==> config.mk <==
export PLATFORM = sky130hd
export DESIGN_NAME = pi1_arbiter
export DESIGN_NICKNAME = d
export VERILOG_FILES = /design/src/rtl/pi1_arbiter.sv
export SDC_FILE = /design/constraint.sdc
export NUM_CORES = 1
export LEC_CHECK = 0
export CAP_MARGIN = 20
export CORE_AREA = 2 2 155 157
export CTS_BUF_LIST = sky130_fd_sc_hd__clkbuf_4 sky130_fd_sc_hd__clkbuf_8
export DETAILED_ROUTE_END_ITERATION = 6
export DIE_AREA = 0 0 157 159
export HOLD_SLACK_MARGIN = 0.12
export PLACE_DENSITY_LB_ADDON = 0.12
export REMOVE_ABC_BUFFERS = 1
export SLEW_MARGIN = 15
export SYNTH_ARGS = -nofsm -noshare
export SYNTH_HDL_FRONTEND = slang
export SYNTH_SLANG_ARGS = --single-unit
==> constraint.sdc <==
create_clock -name clk_i -period 2.1 [get_ports clk_i]
set_input_delay 0.42 -clock clk_i [delete_from_list [all_inputs] [get_ports clk_i]]
set_output_delay 0.42 -clock clk_i [all_outputs]
set_load 0.03 [all_outputs]
==> src/rtl/pi1_arbiter.sv <==
`default_nettype none
// ============================================================================
// Module      : pi1_arbiter
// Description : Two-master to one-slave arbiter for a PI1-style bus. A grant is
//               issued combinationally from IDLE, held until the slave accepts,
//               and read data is routed back to the owning master one cycle
//               after acceptance.
// Revision    : 1.0 - initial release
// ============================================================================
module pi1_arbiter #(
    parameter int ARCHBITSZ = 32,
    parameter int ADDRBITSZ = ARCHBITSZ - $clog2(ARCHBITSZ/8)
) (
    input  logic                   clk_i,
    input  logic                   rst_i,

    input  logic [1:0]             m0_op_i,
    input  logic [ADDRBITSZ-1:0]   m0_addr_i,
    input  logic [ARCHBITSZ-1:0]   m0_data_i,
    output logic [ARCHBITSZ-1:0]   m0_data_o,
    input  logic [ARCHBITSZ/8-1:0] m0_sel_i,
    output logic                   m0_rdy_o,
    output logic [ADDRBITSZ-1:0]   m0_mapsz_o,

    input  logic [1:0]             m1_op_i,
    input  logic [ADDRBITSZ-1:0]   m1_addr_i,
    input  logic [ARCHBITSZ-1:0]   m1_data_i,
    output logic [ARCHBITSZ-1:0]   m1_data_o,
    input  logic [ARCHBITSZ/8-1:0] m1_sel_i,
    output logic                   m1_rdy_o,
    output logic [ADDRBITSZ-1:0]   m1_mapsz_o,

    output logic [1:0]             s_op_o,
    output logic [ADDRBITSZ-1:0]   s_addr_o,
    output logic [ARCHBITSZ-1:0]   s_data_o,
    input  logic [ARCHBITSZ-1:0]   s_data_i,
    output logic [ARCHBITSZ/8-1:0] s_sel_o,
    input  logic                   s_rdy_i,
    input  logic [ADDRBITSZ-1:0]   s_mapsz_i
);

    typedef enum logic [1:0] {
        IDLE = 2'd0,
        OWN0 = 2'd1,
        OWN1 = 2'd2
    } state_t;

    state_t state_r;
    state_t state_nxt;
    logic   last_r;        // master granted by the most recent accept
    logic   rsp_valid_r;   // read response expected on s_data_i this cycle
    logic   rsp_owner_r;   // master that owns that response

    logic   req0;
    logic   req1;
    logic   gnt_valid;
    logic   gnt_sel;
    logic   accept;

    assign req0 = (m0_op_i != 2'b00);
    assign req1 = (m1_op_i != 2'b00);

    // Next-state and grant selection; a held grant is released when its
    // master withdraws, and reset suppresses any grant immediately.
    always_comb begin
        state_nxt = state_r;
        gnt_valid = 1'b0;
        gnt_sel   = 1'b0;
        case (state_r)
            IDLE: begin
                if (req0 && req1) begin
                    gnt_valid = 1'b1;
                    gnt_sel   = ~last_r;
                end else if (req0) begin
                    gnt_valid = 1'b1;
                    gnt_sel   = 1'b0;
                end else if (req1) begin
                    gnt_valid = 1'b1;
                    gnt_sel   = 1'b1;
                end
            end
            OWN0: begin
                gnt_valid = req0;
                gnt_sel   = 1'b0;
            end
            OWN1: begin
                gnt_valid = req1;
                gnt_sel   = 1'b1;
            end
            default: begin
                gnt_valid = 1'b0;
                gnt_sel   = 1'b0;
            end
        endcase

        if (rst_i) begin
            gnt_valid = 1'b0;
        end

        accept = gnt_valid && s_rdy_i;

        if (!gnt_valid || accept) begin
            state_nxt = IDLE;
        end else begin
            state_nxt = gnt_sel ? OWN1 : OWN0;
        end
    end

    // Route the granted master's request to the slave; zero when idle.
    always_comb begin
        s_op_o   = '0;
        s_addr_o = '0;
        s_data_o = '0;
        s_sel_o  = '0;
        if (gnt_valid) begin
            if (gnt_sel) begin
                s_op_o   = m1_op_i;
                s_addr_o = m1_addr_i;
                s_data_o = m1_data_i;
                s_sel_o  = m1_sel_i;
            end else begin
                s_op_o   = m0_op_i;
                s_addr_o = m0_addr_i;
                s_data_o = m0_data_i;
                s_sel_o  = m0_sel_i;
            end
        end
    end

    assign m0_rdy_o   = accept && !gnt_sel;
    assign m1_rdy_o   = accept &&  gnt_sel;

    assign m0_data_o  = (rsp_valid_r && !rsp_owner_r) ? s_data_i : '0;
    assign m1_data_o  = (rsp_valid_r &&  rsp_owner_r) ? s_data_i : '0;

    assign m0_mapsz_o = s_mapsz_i;
    assign m1_mapsz_o = s_mapsz_i;

    // State, fairness and response tracking; reset forces master 0 to win
    // the first contention and discards any pending response.
    always_ff @(posedge clk_i or posedge rst_i) begin
        if (rst_i) begin
            state_r     <= IDLE;
            last_r      <= 1'b1;
            rsp_valid_r <= 1'b0;
            rsp_owner_r <= 1'b0;
        end else begin
            state_r     <= state_nxt;
            rsp_valid_r <= accept && s_op_o[1];
            if (accept) begin
                last_r      <= gnt_sel;
                rsp_owner_r <= gnt_sel;
            end
        end
    end

endmodule
`default_nettype wire
# Yosys cells after proc, flatten, opt, wreduce, memory -nomap -nowiden
# Cells that the tools add are included.
dict set report classes {
  bitwise_logic 1
  n_reduce_logical 14
  muxes 20
  eq_ne 2
}
# operator n
set op_table {}
lappend op_table {{two-way mux 32 bit} 4}
lappend op_table {{two-way mux 30 bit} 2}
lappend op_table {{two-way mux 2 bit} 4}
lappend op_table {{two-way mux 4 bit} 2}
lappend op_table {{logical AND 1 bit} 7}
lappend op_table {{two-way mux 1 bit} 6}
lappend op_table {{nonzero test 2 bit} 2}
lappend op_table {{logical NOT 1 bit} 3}
lappend op_table {{one-hot mux 1 bit (3 select lines)} 1}
lappend op_table {{== test 2 x 1 -> 1 bit, second input constant} 1}
lappend op_table {{== test 2 bit, second input constant} 1}
lappend op_table {{logical NOT 2 bit} 1}
lappend op_table {{one-hot mux 1 bit (2 select lines)} 1}
lappend op_table {{logical OR 1 bit} 1}
lappend op_table {{inverter 1 bit} 1}
dict set report totals {
  in_bits 201
  ff_bits 5
}

# Depth between registers and ports, before layout
dict set report logic_depth {
  ltp_word 9
  depth_mapped 6
}

# Worst setup path before layout
# Ideal clock, no wire load.
dict set report synth_path {
  kind {input port to output port}
  start {input m0_op_i[0]}
  end {output s_addr_o[0]}
  arrival_time_ns 1.793
  slack_ns -0.113
  stages 5
  path_buffers 2
  cell_sequence {o21ba_2 a211oi_2 buf_6 buf_12 mux2i_1}
}
dict set report synth_via {
  elab_chain_cells 6
}
# item line_no
set synth_rtl {}
lappend synth_rtl {{start: declaration} 17} ;# input logic [1:0] m0_op_i,
lappend synth_rtl {{nonzero test 2 bit *} 60} ;# assign req0 = (m0_op_i != 2'b00);
lappend synth_rtl {{two-way mux 1 bit or logical AND 1 bit (tied branches)} {74, 71}}
lappend synth_rtl {{two-way mux 1 bit} 71} ;# if (req0 && req1) begin
lappend synth_rtl {{one-hot mux 1 bit (3 select lines) or one-hot mux 1 bit (2 select lines) (tied branches)} 69} ;# case (state_r)
lappend synth_rtl {{two-way mux 1 bit or two-way mux 30 bit (tied branches)} {96, 116}}
lappend synth_rtl {{two-way mux 30 bit *} 115} ;# if (gnt_valid) begin
lappend synth_rtl {{end: declaration} 34} ;# output logic [ADDRBITSZ-1:0] s_addr_o,
# Every way passes the cells marked *; elsewhere a longest branch is shown, timed or not.

# Worst setup path after layout
dict set report layout_path {
  start {register state_r[1]}
  end {output s_addr_o[19]}
}
dict set report layout_via {
  elab_chain_cells 4
}
# item line_no
set layout_rtl {}
lappend layout_rtl {{start: declaration} 48} ;# state_t state_r;
lappend layout_rtl {{start signal: assignment} 148} ;# state_r <= state_nxt;
lappend layout_rtl {{== test 2 bit (tied with other cells)} 69}
lappend layout_rtl {{one-hot mux 1 bit (3 select lines) or one-hot mux 1 bit (2 select lines) (tied branches)} 69}
lappend layout_rtl {{two-way mux 1 bit or two-way mux 30 bit (tied branches)} {96, 116}}
lappend layout_rtl {{two-way mux 30 bit *} 115}
# Marks and branches as above.

==> metrics.cfg <==
[outcome]
result_of_the_run=complete, but fails checks
violated_checks=setup timing

[power]
cellLeakagePower_nw=2.82
peakVddDrop_mv=0.211
powerDensity_nw_per_um2=580

[cells_and_area]
final_design_area_no_fill_um2=6590
antenna-diode-count=0
final_util_pct=28.4
area_delta_synth_final_pct=105
drive_above_1_share_pct=33.5
final_net_count=864
layout_filler_cell_count=2484
regArea_um2=126
multi_input_area_um2=2300

[routing]
drt-vias-per-instance=4.34
drt-total-wl_mm=18.4
detail_route.first_pass.iterations=4
drt_drc_violations_left=0
routed-via-count=4261
final_ant_viol_nets=0
first_iter_violations=192
post_drt_wl_per_cell_um=18.7

[grt]
initial_antenna_violation_count=0
aggregate_global_route_resource_usage_pct=13.2
gr-total-overflow=0
grt_max_degree=48
wire_length_of_the_first_global_routing_pass_mm=25.2
via_count_of_the_first_global_routing_pass=4211

[timing]
clock-skew-final_ns=0.00155
final.hold.worst_slack_ns=0.623
period_share_pct=113
layout_min_cycle_time_ns=2.37
final_ws_setup_ns=-0.265
report.final.hold_viol_count=0
report.final.slew_viol_count=0
worst_slew_pin_slew_ns=0.311
unrepaired_setup_endpoints_after_global_routing=yes
timing.fmax_mhz=423
maxSlewHeadroom_pct=79.0
setup_viol=68

[floorplan]
top_level_ports=395
fp.dieArea_um2=25000
row_count=56
floorplan.initialDensity_pct=13.9
die_h_um=159
std_cell_core_area_um2=23200
fp.dieW_um=157

[critical_path]
endpoint_kind=primary output
kind_of_start_point_of_the_critical_path=flip-flop
cp_data_required_time_ns=1.68
timing.reg2reg.setup_slack_ns=0.36
data_arrival_at_the_endpoint_of_the_critical_path_ns=1.95
worstSetupPathType=reg -> out
crit_fanout=8

[yosys]
syn_area_cell_um2=7.80
ys_seq_area_share_pct=3.92
mappedNetlistArea_um2=3220
yosysWarnings=0
synthTopCellsByArea=o211ai_1 (31%), mux2i_1 (21%), buf_4 (15%)
portion_of_synthesized_cell_area_occupied_by_the_leading_cell_type_pct=31.2
distinct_cells_synth=27
syn_inst=413
cell_with_the_most_instances_after_synthesis=o211ai_1
ys_dominant_reg_cell=dfrtp_1
synth_async_sr_flop_share_pct=100
synth_seq_cells=5
synth_enable_flop_cells=0
netlist_top_cells_count=o211ai_1 (134), mux2i_1 (67), buf_4 (66)
synth_largest_area_cell=o211ai_1

[place]
portBuffers=304
detailed_place_hpwl_mm=14.0
dpl_cell_area_um2=6020
gp_congestion=0.710

[clocking]
clk_pin_slew_worst_setup_hold_paths_ns=0.03
cts.root.buffer_cell=clkbuf_8
longest_clk_path_bufs=2
clock_latency_ns=0.22
clock_sink_count=5
cts_hold_buf=0
tritoncts=built
cts_inserted_buffers=3
h-tree-depth=1

[run]
cap_viol_max_count=0

[worst_hold_path]
hp-class=in -> reg

==> report_power, final <==
part           leakage [nW]  switching, mW  internal [mW]  total [mW]
Combinational          2.74           1.76           1.72        3.48
Sequential           0.0629         0.0254          0.128       0.154
Clock                0.0262         0.0444          0.143       0.187
Total                  2.82           1.83           1.99        3.82
==> cell usage in the layout, fill, tap and decap left out, types with 3 or more instances in the layout <==
master | netlist | layout
and2_1 | 32 | 32
dfrtp_1 | 4 | 4
and3_1 | 32 | 32
buf_16 | 0 | 5
clkdlybuf4s50_1 | 0 | 165
buf_6 | 2 | 12
buf_12 | 7 | 23
mux2i_2 | 0 | 4
clkbuf_8 | 0 | 3
buf_2 | 24 | 3
buf_4 | 66 | 151
mux2i_1 | 67 | 61
o211ai_1 | 134 | 134
==> area by class of cell <==
class / instances / share of cell area [%]
clock buffer: 4 / 0.741
timing repair buffer: 367 / 56.2
multi-input combinational: 284 / 35.0
sequential: 5 / 1.92
inverter: 2 / 0.152
tap: 319 / 6.06
==> flip-flops by register name, indices dropped and copies added (netlist names) <==
name and flops:
rsp_owner_r 1, last_r 1, rsp_valid_r 1, state_r 2
==> critical path: stages, from the launching register on <==
cell	delay, ns
dfrtp_1	0.38
o21ba_4	0.19
a211oi_4	0.29
buf_12	0.17
buf_12	0.12
buf_16	0.14
mux2i_1	0.23
buf_4	0.19
==> worst paths after layout <==
path,to,cells past startpoint,start
setup / recovery,s_addr_o[19],7,state_r[1]
hold / removal,rsp_valid_r,4,m0_op_i[1]
setup reg to reg,rsp_owner_r,7,state_r[1]
hold reg to reg,last_r,1,last_r
max in group asynchronous,last_r,5,rst_i
min in group asynchronous,state_r[1],5,rst_i
==> repair_timing <==
| item | 4_1_cts | 5_1_grt |
|---|---|---|
| pin swaps | 6 | 8 |
| endpoints found under the setup margin | 70 | 70 |
| gates cloned | 6 | 3 |
| gates resized for setup | 42 | 15 |
| buffers inserted | 15 | 4 |
==> per-stage QoR <==
step,instances,total power [mW],setup TNS [ns],setup slack [ns]
global route,981,4.05,-19.58,-0.352
CTS,977,3.81,-14.47,-0.264
finish,981,3.82,-13.52,-0.265
global placement,953,3.17,-33.42,-0.569
detailed placement,953,3.17,-33.61,-0.574
floorplan,291,1.84,-365.35,-4.93
==> routing by layer <==
metal,wire length [µm],global-route usage (%),vias to the layer above
li1,-,-,2025
met1,7210,14.8,1944
met2,8330,21.8,278
met3,2610,7.89,12
met4,159,1.67,2
met5,80,2.98,-
==> logic make-up (layout without fill, tap and decap cells) <==
group	Yosys count	after routing	share of synthesized area, %
AOI/OAI and AO/OA	143	143	33.6
and+or+nand+nor	72	72	13.8
muxes	69	69	21.5
buffers and inverters	124	373	27.1
DFF	5	5	3.92
(Power assumes the default switching activity.)
